[src/rtl/pic_ctrl_seq_n.sv]
// Parametrised interrupt controller core: ICW init sequence, OCW decode, IMR/ISR,
// rotating-priority resolver and the two-pulse INTA vector handshake for NUM_IRQ levels.
module pic_ctrl_seq_n #(
   parameter int NUM_IRQ = 8
) (
   input  logic               clk,
   input  logic               rst,
   input  logic               wr_stb,
   input  logic               rd_stb,
   input  logic               a0,
   input  logic [7:0]         din,
   output logic [7:0]         dout,
   input  logic [NUM_IRQ-1:0] irr,
   output logic [NUM_IRQ-1:0] clr_irr,
   input  logic               inta_stb,
   output logic               int_out,
   output logic [7:0]         vec_out,
   output logic               vec_valid,
   output logic [NUM_IRQ-1:0] imr,
   output logic [NUM_IRQ-1:0] isr,
   output logic [7:0]         slave_cfg,
   output logic               init_done
);

   localparam int LOG_N  = $clog2(NUM_IRQ);
   localparam int BANK_W = (LOG_N > 3) ? LOG_N - 3 : 1;
   localparam logic [7:0] HI_MASK = 8'(8'hFF << LOG_N);

   typedef enum logic [2:0] {IDLE, WAIT_ICW2, WAIT_ICW3, WAIT_ICW4, READY} state_t;

   state_t             state, state_n;
   logic [7:0]         icw2;
   logic               ic4, sngl, ltim, upm, aeoi;
   logic               rd_sel, phase, win_vld;
   logic [LOG_N-1:0]   prio_base, win_q;
   logic [BANK_W-1:0]  bank;

   // First set bit of v scanning upward from base (wrapping); MSB flags "found".
   function automatic logic [LOG_N:0] scan(input logic [NUM_IRQ-1:0] v,
                                           input logic [LOG_N-1:0]   base);
      logic [LOG_N:0]   r;
      logic [LOG_N-1:0] idx;
      r = '0;
      for (int i = NUM_IRQ - 1; i >= 0; i--) begin
         idx = base + LOG_N'(i);
         if (v[idx]) r = {1'b1, idx};
      end
      return r;
   endfunction

   function automatic logic [NUM_IRQ-1:0] onehot(input logic [LOG_N-1:0] l);
      return NUM_IRQ'(1) << l;
   endfunction

   function automatic logic [7:0] byte_at(input logic [NUM_IRQ-1:0] v,
                                          input logic [BANK_W-1:0]  b);
      logic [NUM_IRQ-1:0] s;
      s = v >> {b, 3'b000};
      return s[7:0];
   endfunction

   logic [NUM_IRQ-1:0] eligible, eoi_clr, aeoi_clr, set_mask, isr_n, imr_n;
   logic [LOG_N:0]     win_r, top_r;
   logic               win_found, top_found, req;
   logic [LOG_N-1:0]   win_lvl, top_lvl, win_rank, top_rank, sel_lvl, prio_new;
   logic               prio_upd;
   logic               is_ready, is_icw1, ocw1, ocw2, ocw3, bank_wr;
   logic               inta_ok, inta1, inta2, int_n;
   logic [7:0]         vec_n, rd_byte;

   assign is_ready  = (state == READY);
   assign init_done = is_ready;
   assign is_icw1   = wr_stb & ~a0 & din[4];
   assign ocw1      = is_ready & wr_stb & a0;
   assign ocw2      = is_ready & wr_stb & ~a0 & (din[4:3] == 2'b00);
   assign ocw3      = is_ready & wr_stb & ~a0 & (din[4:3] == 2'b01);
   assign bank_wr   = ocw3 & din[7] & (NUM_IRQ > 8) &
                      (int'(din[BANK_W-1:0]) < NUM_IRQ / 8);
   assign inta_ok   = is_ready & upm & inta_stb & ~is_icw1;
   assign inta1     = inta_ok & ~phase;
   assign inta2     = inta_ok & phase;
   assign sel_lvl   = LOG_N'({bank, din[2:0]});

   assign eligible  = irr & ~imr;
   assign win_r     = scan(eligible, prio_base);
   assign top_r     = scan(isr, prio_base);
   assign win_found = win_r[LOG_N];
   assign win_lvl   = win_r[LOG_N-1:0];
   assign top_found = top_r[LOG_N];
   assign top_lvl   = top_r[LOG_N-1:0];
   // Ranks are distances from prio_base; smaller rank means higher priority.
   assign win_rank  = win_lvl - prio_base;
   assign top_rank  = top_lvl - prio_base;
   assign req       = win_found & (~top_found | (win_rank < top_rank));
   assign int_n     = is_ready & ~is_icw1 & req & ~phase & ~inta1;

   assign vec_n     = (icw2 & HI_MASK) | (8'(win_q) & ~HI_MASK);
   assign rd_byte   = a0 ? byte_at(imr, bank) : byte_at(rd_sel ? isr : irr, bank);
   assign imr_n     = (imr & ~(NUM_IRQ'(8'hFF) << {bank, 3'b000})) |
                      (NUM_IRQ'(din) << {bank, 3'b000});

   always_comb begin
      eoi_clr  = '0;
      prio_upd = 1'b0;
      prio_new = prio_base;
      if (ocw2) begin
         case (din[7:5])
            3'b001, 3'b101: begin
               if (top_found) begin
                  eoi_clr = onehot(top_lvl);
                  if (din[7]) begin
                     prio_upd = 1'b1;
                     prio_new = top_lvl + LOG_N'(1);
                  end
               end
            end
            3'b011, 3'b111: begin
               if (isr != '0) begin
                  eoi_clr = onehot(sel_lvl);
                  if (din[7]) begin
                     prio_upd = 1'b1;
                     prio_new = sel_lvl + LOG_N'(1);
                  end
               end
            end
            3'b110: begin
               prio_upd = 1'b1;
               prio_new = sel_lvl + LOG_N'(1);
            end
            default: ;
         endcase
      end
   end

   // EOI clears are taken from the pre-set ISR so a same-cycle INTA set survives.
   assign set_mask = (inta1 && win_found) ? onehot(win_lvl) : '0;
   assign aeoi_clr = (inta2 && aeoi && win_vld) ? onehot(win_q) : '0;
   assign isr_n    = (isr & ~(eoi_clr | aeoi_clr)) | set_mask;

   always_comb begin
      state_n = state;
      if (is_icw1) begin
         state_n = WAIT_ICW2;
      end else if (wr_stb && a0) begin
         case (state)
            WAIT_ICW2: state_n = !sngl ? WAIT_ICW3 : (ic4 ? WAIT_ICW4 : READY);
            WAIT_ICW3: state_n = ic4 ? WAIT_ICW4 : READY;
            WAIT_ICW4: state_n = READY;
            default:   state_n = state;
         endcase
      end
   end

   always_ff @(posedge clk or posedge rst) begin
      if (rst) state <= IDLE;
      else     state <= state_n;
   end

   always_ff @(posedge clk or posedge rst) begin
      if (rst) begin
         dout      <= '0;
         clr_irr   <= '0;
         int_out   <= 1'b0;
         vec_out   <= '0;
         vec_valid <= 1'b0;
         imr       <= '0;
         isr       <= '0;
         slave_cfg <= '0;
         icw2      <= '0;
         ic4       <= 1'b0;
         sngl      <= 1'b0;
         ltim      <= 1'b0;
         upm       <= 1'b0;
         aeoi      <= 1'b0;
         rd_sel    <= 1'b0;
         phase     <= 1'b0;
         win_vld   <= 1'b0;
         win_q     <= '0;
         prio_base <= '0;
         bank      <= '0;
      end else begin
         clr_irr   <= '0;
         vec_valid <= 1'b0;
         int_out   <= int_n;
         if (!is_ready || is_icw1) dout <= '0;
         else if (rd_stb)          dout <= rd_byte;

         if (is_icw1) begin
            ic4       <= din[0];
            sngl      <= din[1];
            ltim      <= din[3];
            upm       <= 1'b0;
            aeoi      <= 1'b0;
            imr       <= '0;
            isr       <= '0;
            prio_base <= '0;
            bank      <= '0;
            rd_sel    <= 1'b0;
            phase     <= 1'b0;
         end else begin
            if (wr_stb && a0) begin
               case (state)
                  WAIT_ICW2: icw2 <= din;
                  WAIT_ICW3: slave_cfg <= din;
                  WAIT_ICW4: begin
                     upm  <= din[0] & ic4;
                     aeoi <= din[1] & ic4;
                  end
                  default: ;
               endcase
            end
            if (ocw1) imr <= imr_n;
            isr <= isr_n;
            if (prio_upd) prio_base <= prio_new;
            if (bank_wr) bank <= din[BANK_W-1:0];
            if (ocw3 && !din[7] && din[1]) rd_sel <= din[0];
            // A spurious first INTA reports the lowest level and leaves the ISR alone.
            if (inta1) begin
               win_q   <= win_found ? win_lvl : LOG_N'(NUM_IRQ - 1);
               win_vld <= win_found;
               phase   <= 1'b1;
               if (win_found && !ltim) clr_irr <= onehot(win_lvl);
            end
            if (inta2) begin
               vec_out   <= vec_n;
               vec_valid <= 1'b1;
               phase     <= 1'b0;
            end
         end
      end
   end

endmodule

[config.mk]
export PLATFORM = sky130hd
export DESIGN_NAME = pic_ctrl_seq_n
export DESIGN_NICKNAME = d
export VERILOG_FILES = /design/src/rtl/pic_ctrl_seq_n.sv
export SDC_FILE = /design/constraint.sdc
export NUM_CORES = 1
export LEC_CHECK = 0
export CAP_MARGIN = 20
export CORE_ASPECT_RATIO = 1.5
export CORE_MARGIN = 2
export CORE_UTILIZATION = 51
export DETAILED_ROUTE_END_ITERATION = 10
export PLACE_DENSITY = 0.79
export SLEW_MARGIN = 20
export SYNTH_ARGS = -nofsm -noshare
export SYNTH_HDL_FRONTEND = slang
export SYNTH_SLANG_ARGS = --single-unit
[constraint.sdc]
create_clock -name clk -period 4.1 [get_ports clk]
set_input_delay 0.82 -clock clk [delete_from_list [all_inputs] [get_ports clk]]
set_output_delay 0.82 -clock clk [all_outputs]
set_load 0.03 [all_outputs]
### Yosys cells after proc, flatten, opt, wreduce, memory -nomap -nowiden

Cells that the tools add are included.

* muxes and demuxes: 96
* magnitude comparators: 9
* equality and inequality tests: 14
* $add $sub $neg: 11
* bitwise operators: 32
* reduce and logical (&&, ||, !) cells: 32
* shift operators: 4

Operator list (number)
* $mux 8: 15
* $mux 4: 16
* $bmux 1 s3: 16
* $mux 3: 12
* $mux 1: 33
* $lt 3x4->1 const B: 8
* $shl 1x3->8 const A: 4
* $and 1x1->1: 19
* $pmux 3 s3: 2
* $and 8x8->8: 2
* $not 8->8: 2
* $or 8x8->8: 2
* $pmux 8 s2: 1
* $reduce_bool 2->1: 7
* $add 3x3->3 const B: 4
* $eq 3x3->1 const B: 4
* $ne 3x3->1 const B: 4
* $add 3x1->3 const B: 3
* $eq 3x2->1 const B: 3
* $or 8x3->8: 1
* $reduce_and 2->1: 4
* $reduce_bool 4->1: 2
* $reduce_bool 8->1: 1
* $logic_and 1x1->1: 7
* 15 further kinds: 26

* logic and storage cells: 218
* bits in registers: 75

### Depth between registers and ports, before layout

Gate-level depths: netlist (run 1).

* depth in word-level cells: 20
* depth in mapped cells: 18
* gate-level depth less buffers: 15

### Worst setup path before layout (run 1)

Ideal clock, no wire load.

* path type: reg2reg
* start: register prio_base[1]
* end: register int_out
* buffers on the path: 3
* arrival time: 4.235 ns
* setup time: 0.067 ns
* setup slack: -0.202 ns
* cell stages (with the launch flop): 19
* required time: 4.033 ns
* cell sequence: dfrtp_1 buf_6 inv_1 clkbuf_1 ha_1 buf_2 xor2_1 mux4_2 a211o_1 a31o_1 a22o_1 inv_2 ha_1 fa_1 inv_1 ha_1 a21o_1 a21oi_1 o2111a_1

* cells in the longest elaborated chain, start to end: 18
* elaborated cells between the ends (all ways): 64
* those cells by class: 9 x add/sub; 1 x order compare; 48 x mux; 6 x bitwise

Ends and longest elaborated chain
* from (decl): line 35 `logic [LOG_N-1:0] prio_base, win_q;`
* from (signal assigned): line 214 `if (prio_upd) prio_base <= prio_new;`
* $add 3x3->3: line 45 `idx = base + LOG_N'(i);`
* $bmux 1 s3: line 46 `if (v[idx]) r = {1'b1, idx};`
* $mux 1 (not written as such): line 46
* $mux 4 (8 in a row): line 46
* $sub 3x3->3, on equally long branches: line 92, 93
* $lt 3x3->1: line 94 `assign req = win_found & (~top_found | (win_rank < top_rank));`
* $or 1x1->1: line 94
* $and 1x1->1 (*): line 94
* $and 1x1->1 (*) (3 in a row): line 95 `assign int_n = is_ready & ~is_icw1 & req & ~phase & ~inta1;`
* net int_n: line 68 `logic inta_ok, inta1, inta2, int_n;`
* to (signal assigned): line 184 `int_out <= int_n;`
* to (decl): line 16 `output logic int_out,`

Mark *: on every way through the listed nets, which the timed path passes. The rest lies on a longest branch. The select of a mux whose other input is x is not followed.
A chain may end at the register's enable or synchronous reset.

### Final worst setup path (run 1)

* start: input port irr[2]
* end: register int_out

* cells in the longest elaborated chain, start to end: 18
* elaborated cells between the ends (all ways): 32
* those cells by class: 1 x add/sub; 1 x order compare; 24 x mux; 6 x bitwise

Ends and longest elaborated chain
* from (decl): line 13 `input logic [NUM_IRQ-1:0] irr,`
* $and 8x8->8 (*): line 84 `assign eligible = irr & ~imr;`
* $bmux 1 s3: line 46
* $mux 1 (not written as such): line 46
* $mux 4 (7 in a row): line 46
* $mux 4 (*): line 46
* $sub 3x3->3: line 92 `assign win_rank = win_lvl - prio_base;`
* $lt 3x3->1: line 94
* $or 1x1->1: line 94
* $and 1x1->1 (*): line 94
* $and 1x1->1 (*) (3 in a row): line 95
* net int_n: line 68

Marked as above.

==> out/qor.yml, run 1 <==
routing:
  finalWirelength_um: 17500
  dr.max_layer_used: "met4"
  postRouteAntennaNets: 0
  wl_met1_um: 6193
  route.met2.wl_um: 9609
  wl_per_cell_um: 20.83
  drtIter0Drc: 367
  num_vias: 5226
  vias_per_cell: 6.221
  first_pass_iters: 7
  drc: 0
  met3_length_um: 932
clock_network:
  ctsLongestPathBuffers: 2
  clk_pin_slew_ns: 0.06
  cts_max_level: 3
  root_buffer: "clkbuf_16"
  ctsHoldBuffers: 0
  clkSinkCount: 72
  numCtsBuffers: 9
  cts_tree: "built"
  clock_latency_ns: 0.33
min_path:
  min_to: "slave_cfg[4]"
  hold_start: "slave_cfg[4]"
  min_path_type: "reg -> reg"
  min_path_cells: 1
die:
  fp.coreArea_mm2: 0.01065
  initial_core_util: 0.5267
  io_pins: 73
  die_h_um: 132.4
  die_w_um: 89.62
  row_count: 46
  die_area_mm2: 0.01187
run_status:
  status: "completed"
timing:
  fin_crit_sh: 0.9539
  fin_setup_tns_ns: 0
  period_minus_slack_ns: 3.911
  finalHoldViolations: 0
  tightest_slew_ns: 0.5682
  setup_viol: 0
  fmax_mhz: 255.7
  skew_ns: 0.005127
  slew_violations: 0
  slew_headroom: 0.6197
final_layout:
  nNetsFinal: 723
  area_growth_pct: 29.34
  drive_gt1_frac: 0.2385
  antennaDiodeCount: 0
  utilization: 0.6812
  final_cell_mix: "72 x nand2_1, 72 x dfrtp_1, 65 x clkdlybuf4s50_1"
job:
  maxCapViolations: 0
yosys:
  seq_area_frac_synth: 0.3213
  ys_ff_latch: 72
  synthCells: 586
  synthTopCellsByArea: "dfrtp_1 32%, mux4_2 10%, mux2i_1 8.9%"
  ys_types: 81
  netlist.area_leader.share: 0.3213
  post-synth-top-area-cell: "dfrtp_1"
  yosys_warnings: 0
  synth.avg_cell_area_um2: 9.570
  syn_nets: 617
  synth-edff-count: 0
  netlist_area_mm2: 0.005608
  synth_ff_type: "dfrtp_1"
  async_flop_share: 1.000
power:
  leakage_nw: 3.061
  ir_drop_v: 0.0005092
  cellPowerDensity_mw_per_mm2: 386.0
global_routing:
  antenna_found_initial: 0
  grt_pass1_vias: 5374
  grt_use_total: 0.3066
  grt_pass1_wl_um: 27890
  overflow: 0
  grt_max_degree: 31
placed_design:
  hpwl_um: 13590
  portBuffers: 72
  globalplace.congestion: 0.9557
critical_path:
  arrival_ns: 4.18
  crit_path_max_incr_delay_ns: 0.51
  critical_path_class: "in -> reg"
  cp_common_cell: "ha_1"
  worstRegToRegCells: 15
  endpoint_kind: "flip-flop"
  r2r-start: "prio_base[0]"
  worst-endpoint-required_ns: 4.37
  start_kind: "primary input"
  r2r_slack_ns: 0.21
  slowest_stage: "mux4_2"
  crit_fanout: 3
  path_cells: "clkdlybuf4s50_1 -> nor2b_4 -> mux2i_1 -> mux4_2 -> a211o_1 -> a31o_1 -> a22o_1 -> inv_2 -> ha_1 -> fa_1 -> inv_1 -> ha_1 -> a21o_1 -> a21oi_1 -> o2111a_1"
  r2r_end: "int_out"
-- cell usage after synthesis (all sizes together), types with 13 or more instances --
cell	count
mux4	26
a21oi	15
clkbuf	23
nand3	17
nand2	73
dfrtp	72
o21ai	32
nand2b	13
nor2	47
mux2	26
inv	15
buf	19
mux2i	50
-- worst max-delay path by stage --
stage,from,slack (ns),endpoint,cells after the start
2_1_floorplan,prio_base[1],0.04,int_out,18
3_3_place_gp,irr[7],-0.15,int_out,15
3_5_place_dp,irr[4],-0.28,int_out,15
4_1_cts,prio_base[0],0.04,int_out,15
5_1_grt,prio_base[0],-0.007,int_out,15
6_report,irr[2],0.19,int_out,15
-- registers in the layout, summed over array words and instances (netlist names), 3 cells and up --
signal / count
prio_base: 3
imr: 8
win_q: 3
clr_irr: 8
isr: 8
icw2: 5
state: 3
slave_cfg: 8
dout: 8
vec_out: 8
-- final cells by class --
| cell class | count | area [µm²] |
|---|---|---|
| sequential | 72 | 1802 |
| fill | 817 | 3395 |
| clock inverter | 5 | 105.1 |
| clock buffer | 10 | 239.0 |
| multi-input combinational | 456 | 3635 |
| inverter | 16 | 62.56 |
| timing repair buffer | 137 | 1230 |
| tap | 144 | 180.2 |
-- worst max-delay path, delay by kind of cell --
kind | cells | cell delay, ns
buf+inv | 3 | 0.64
mux | 2 | 0.61
compound gates | 6 | 1.13
fa+ha+maj | 3 | 0.79
simple gates | 1 | 0.18
-- through the flow --
step                      setup WS [ns]  power [mW]  area (µm²)  instances  hold slack, ns
after floorplan                 0.03659       1.497        5630        586          0.4637
after global placement          -0.1543       1.862        6799        823          0.4838
after detailed placement        -0.2792       1.885        6799        823          0.4950
after CTS                       0.04320       2.785        7143        838          0.5102
after global routing          -0.007009       2.918        7253        840          0.5187
final                            0.1888       2.800        7253        840          0.5057
-- routing by layer --
metal / vias up / global-route usage
met5: - / 0
met3: 53 / 0.03681
met1: 2547 / 0.3492
met4: 0 / 0.1451
li1: 2398 / -
met2: 228 / 0.5482
-- cell families after synthesis --
| family | count (synthesis) | synth area share |
|---|---|---|
| adders and majority gates | 9 | 0.02276 |
| xor gates and xnor gates | 9 | 0.01874 |
| buffers and inverters | 58 | 0.04708 |
| AOI/OAI and AO/OA | 119 | 0.1515 |
| DFF | 72 | 0.3213 |
| muxes | 102 | 0.2465 |
| and+or+nand+nor | 217 | 0.1921 |
-- what timing repair did --
item	in CTS	in global routing
buffers inserted	0	2
resized for setup	0	28
setup endpoints to repair	0	1
-- power by group --
part / leakage [nW] / switching, mW / internal (mW)
registers: 0.965 / 0.122 / 0.829
clock network: 0.161 / 0.289 / 0.607
logic: 1.93 / 0.513 / 0.441
total: 3.06 / 0.923 / 1.88
Power figures use the tool's default switching activity.
==> run 2: changes to the inputs <==
--- a/config.mk
+++ b/config.mk
@@ -9,6 +9,7 @@
 export CORE_ASPECT_RATIO = 1.5
 export CORE_MARGIN = 2
 export CORE_UTILIZATION = 51
+export CTS_CLUSTER_SIZE = 16
 export DETAILED_ROUTE_END_ITERATION = 10
 export PLACE_DENSITY = 0.79
 export SLEW_MARGIN = 20
==> results of run 2 <==
Final layout, timing and power as in run 1 (identical DEF).
==> edit (flow settings as in run 2) <==
Change the parameter `NUM_IRQ` from 8 to 16.
--- a/src/rtl/pic_ctrl_seq_n.sv
+++ b/src/rtl/pic_ctrl_seq_n.sv
@@ -1,7 +1,7 @@
 // Parametrised interrupt controller core: ICW init sequence, OCW decode, IMR/ISR,
 // rotating-priority resolver and the two-pulse INTA vector handshake for NUM_IRQ levels.
 module pic_ctrl_seq_n #(
-   parameter int NUM_IRQ = 8
+   parameter int NUM_IRQ = 16
 ) (
    input  logic               clk,
    input  logic               rst,
Ports: changed (resized clr_irr, imr, irr and isr); port bits go from 73 to 105. No check against the original RTL was run, so the function may have changed too.
==> edit against run 2 <==
  * The run now ends with negative setup slack left
  * Design area grew 130%
  * Power increased by 57%
  * Final cell count rose by 110%
  * Worst setup slack lost 1.8 ns
  * Clock power fell by 9.3%
  * Area after synthesis is 100% higher
  * Non-clock buffer count grew 347
  * Sequential cell count rose by 26
  * Wire length rose to 2.9 times the old value
==> edit: results <==
run_status:
  status: "finished with violations"
  violations: "negative setup slack"
sta:
  clock_skew_ns: 0.0115
  worst_pin_slew_ns: 1.09
  setup_viol: 37
  finalSetupTns_ns: -14.43
  setup_slack_ns: -1.61
logic_synthesis:
  syn_inst: 1110
  synth_top_area_share_pct: 21.7
  synthMuxAreaShare_pct: 35.9
  synthTopCellsByArea: "dfrtp_1, mux4_2, mux2i_1, mux2_2, mux4_1"
  synthArstFlopShare_pct: 100
  synth_nets: 1159
  synth_adder_area_share_pct: 2.24
  synth-compound-area-share_pct: 16.2
  ys_types: 88
  synth_ff_type: "dfrtp_1"
  ys_warn_count: 0
  yosys-top-cells-count: "mux4_2, dfrtp_1, mux2i_1"
  synth_xor_area_share_pct: 1.55
  yosysSeqAreaShare_pct: 21.7
placement:
  dpl_worst_slack_ns: -2.07
  numPortBuffers: 104
  post_dp_cell_area_um2: 15000
  gp_congestion: 1.06
  placed_cells_incl_taps: 1736
  dpl.hpwl_um: 36100
power_and_ir_drop:
  leakage_uw: 0.00672
  p_seq_share_pct: 28.2
  p_sw_uw: 1770
  p_sw_share_pct: 40.3
  p_comb_share_pct: 53.3
  peakVddDrop_mv: 0.408
setup_path:
  max_stage_delay_ns: 0.51
  slowest_stage: "dfrtp_4"
  cp_top_family: "simple AND/OR/NAND/NOR gates"
  cp_max_fo: 6
  arrival_ns: 5.97
final_layout:
  fillers: 1363
  regArea_um2: 2460
  drive_gt1_share_pct: 42.8
  reg_top3: "clr_irr: 16 flops, imr: 16 flops, isr: 16 flops"
  stdcell_count: 1787
  nNetsFinal: 1559
clock_tree:
  clock_latency_ns: 0.35
  cts_htree_levels: 3
  ctsLongestPathBuffers: 2
  clockRootBuffer: "clkbuf_16"
min_path:
  hp-class: "reg -> reg"
route:
  drtPass1Iterations: 6
  drt-total-wl_um: 50200
  via_per_inst: 7.13
  first_iter_violations: 1633
global_routing:
  grt_max_degree: 61
  grt_pass1_wl_um: 74000
  grt_pass1_vias: 12700
  track_usage_pct: 41.5
  antenna_found_initial: 1
==> edit: worst paths after layout <==
| check | from | end | slack [ns] | depth (start not counted) |
|---|---|---|---|---|
| max | prio_base[0]$_DFFE_PP0P_ | int_out$_DFF_PP0_ | -1.61 | 20 |
| min in group asynchronous | rst | isr[6]$_DFF_PP0_ | 0.98 | 2 |
| max in group asynchronous | rst | imr[7]$_DFFE_PP0P_ | 2.34 | 3 |
| min | vec_out[7]$_DFFE_PP0P_ | vec_out[7]$_DFFE_PP0P_ | 0.52 | 1 |
| min reg2reg | vec_out[7]$_DFFE_PP0P_ | vec_out[7]$_DFFE_PP0P_ | 0.52 | 1 |
| max reg2reg | prio_base[0]$_DFFE_PP0P_ | int_out$_DFF_PP0_ | -1.61 | 20 |
==> edit: repair_timing <==
action | CTS | global route
pin swaps | 21 | 10
endpoints found under the setup margin | 38 | 42
cloned | 3 | 0
buffers inserted | 32 | 4
gates resized for setup | 132 | 33
==> edit: logic make-up (layout without fill, tap and decap cells) <==
| logic type | after synthesis | in the layout |
|---|---|---|
| buffers and inverters | 122 | 527 |
| adder cells (fa/ha/maj) | 19 | 19 |
| AND/OR/NAND/NOR | 359 | 359 |
| flip-flops | 98 | 98 |
| XOR/XNOR | 20 | 20 |
| AO/OA/AOI/OAI | 245 | 245 |
| multiplexers | 247 | 247 |
==> edit: routing by layer <==
metal  part of all wire [%]  track usage [%]  vias up
met5                      0                0        -
met4                     11             34.5        0
met3                    9.0             7.27      352
met2                     48             69.5      999
met1                     33             46.4     6150
li1                       -                -     5235
==> edit: layout make-up <==
cell class	instances	area share [%]
Inverter	27	0.744
Clock inverter	4	0.161
Tap cell	272	2.08
Clock buffer	12	1.57
Multi-Input combinational cell	890	54.7
Sequential cell	98	15.1
Timing Repair Buffer	484	25.7
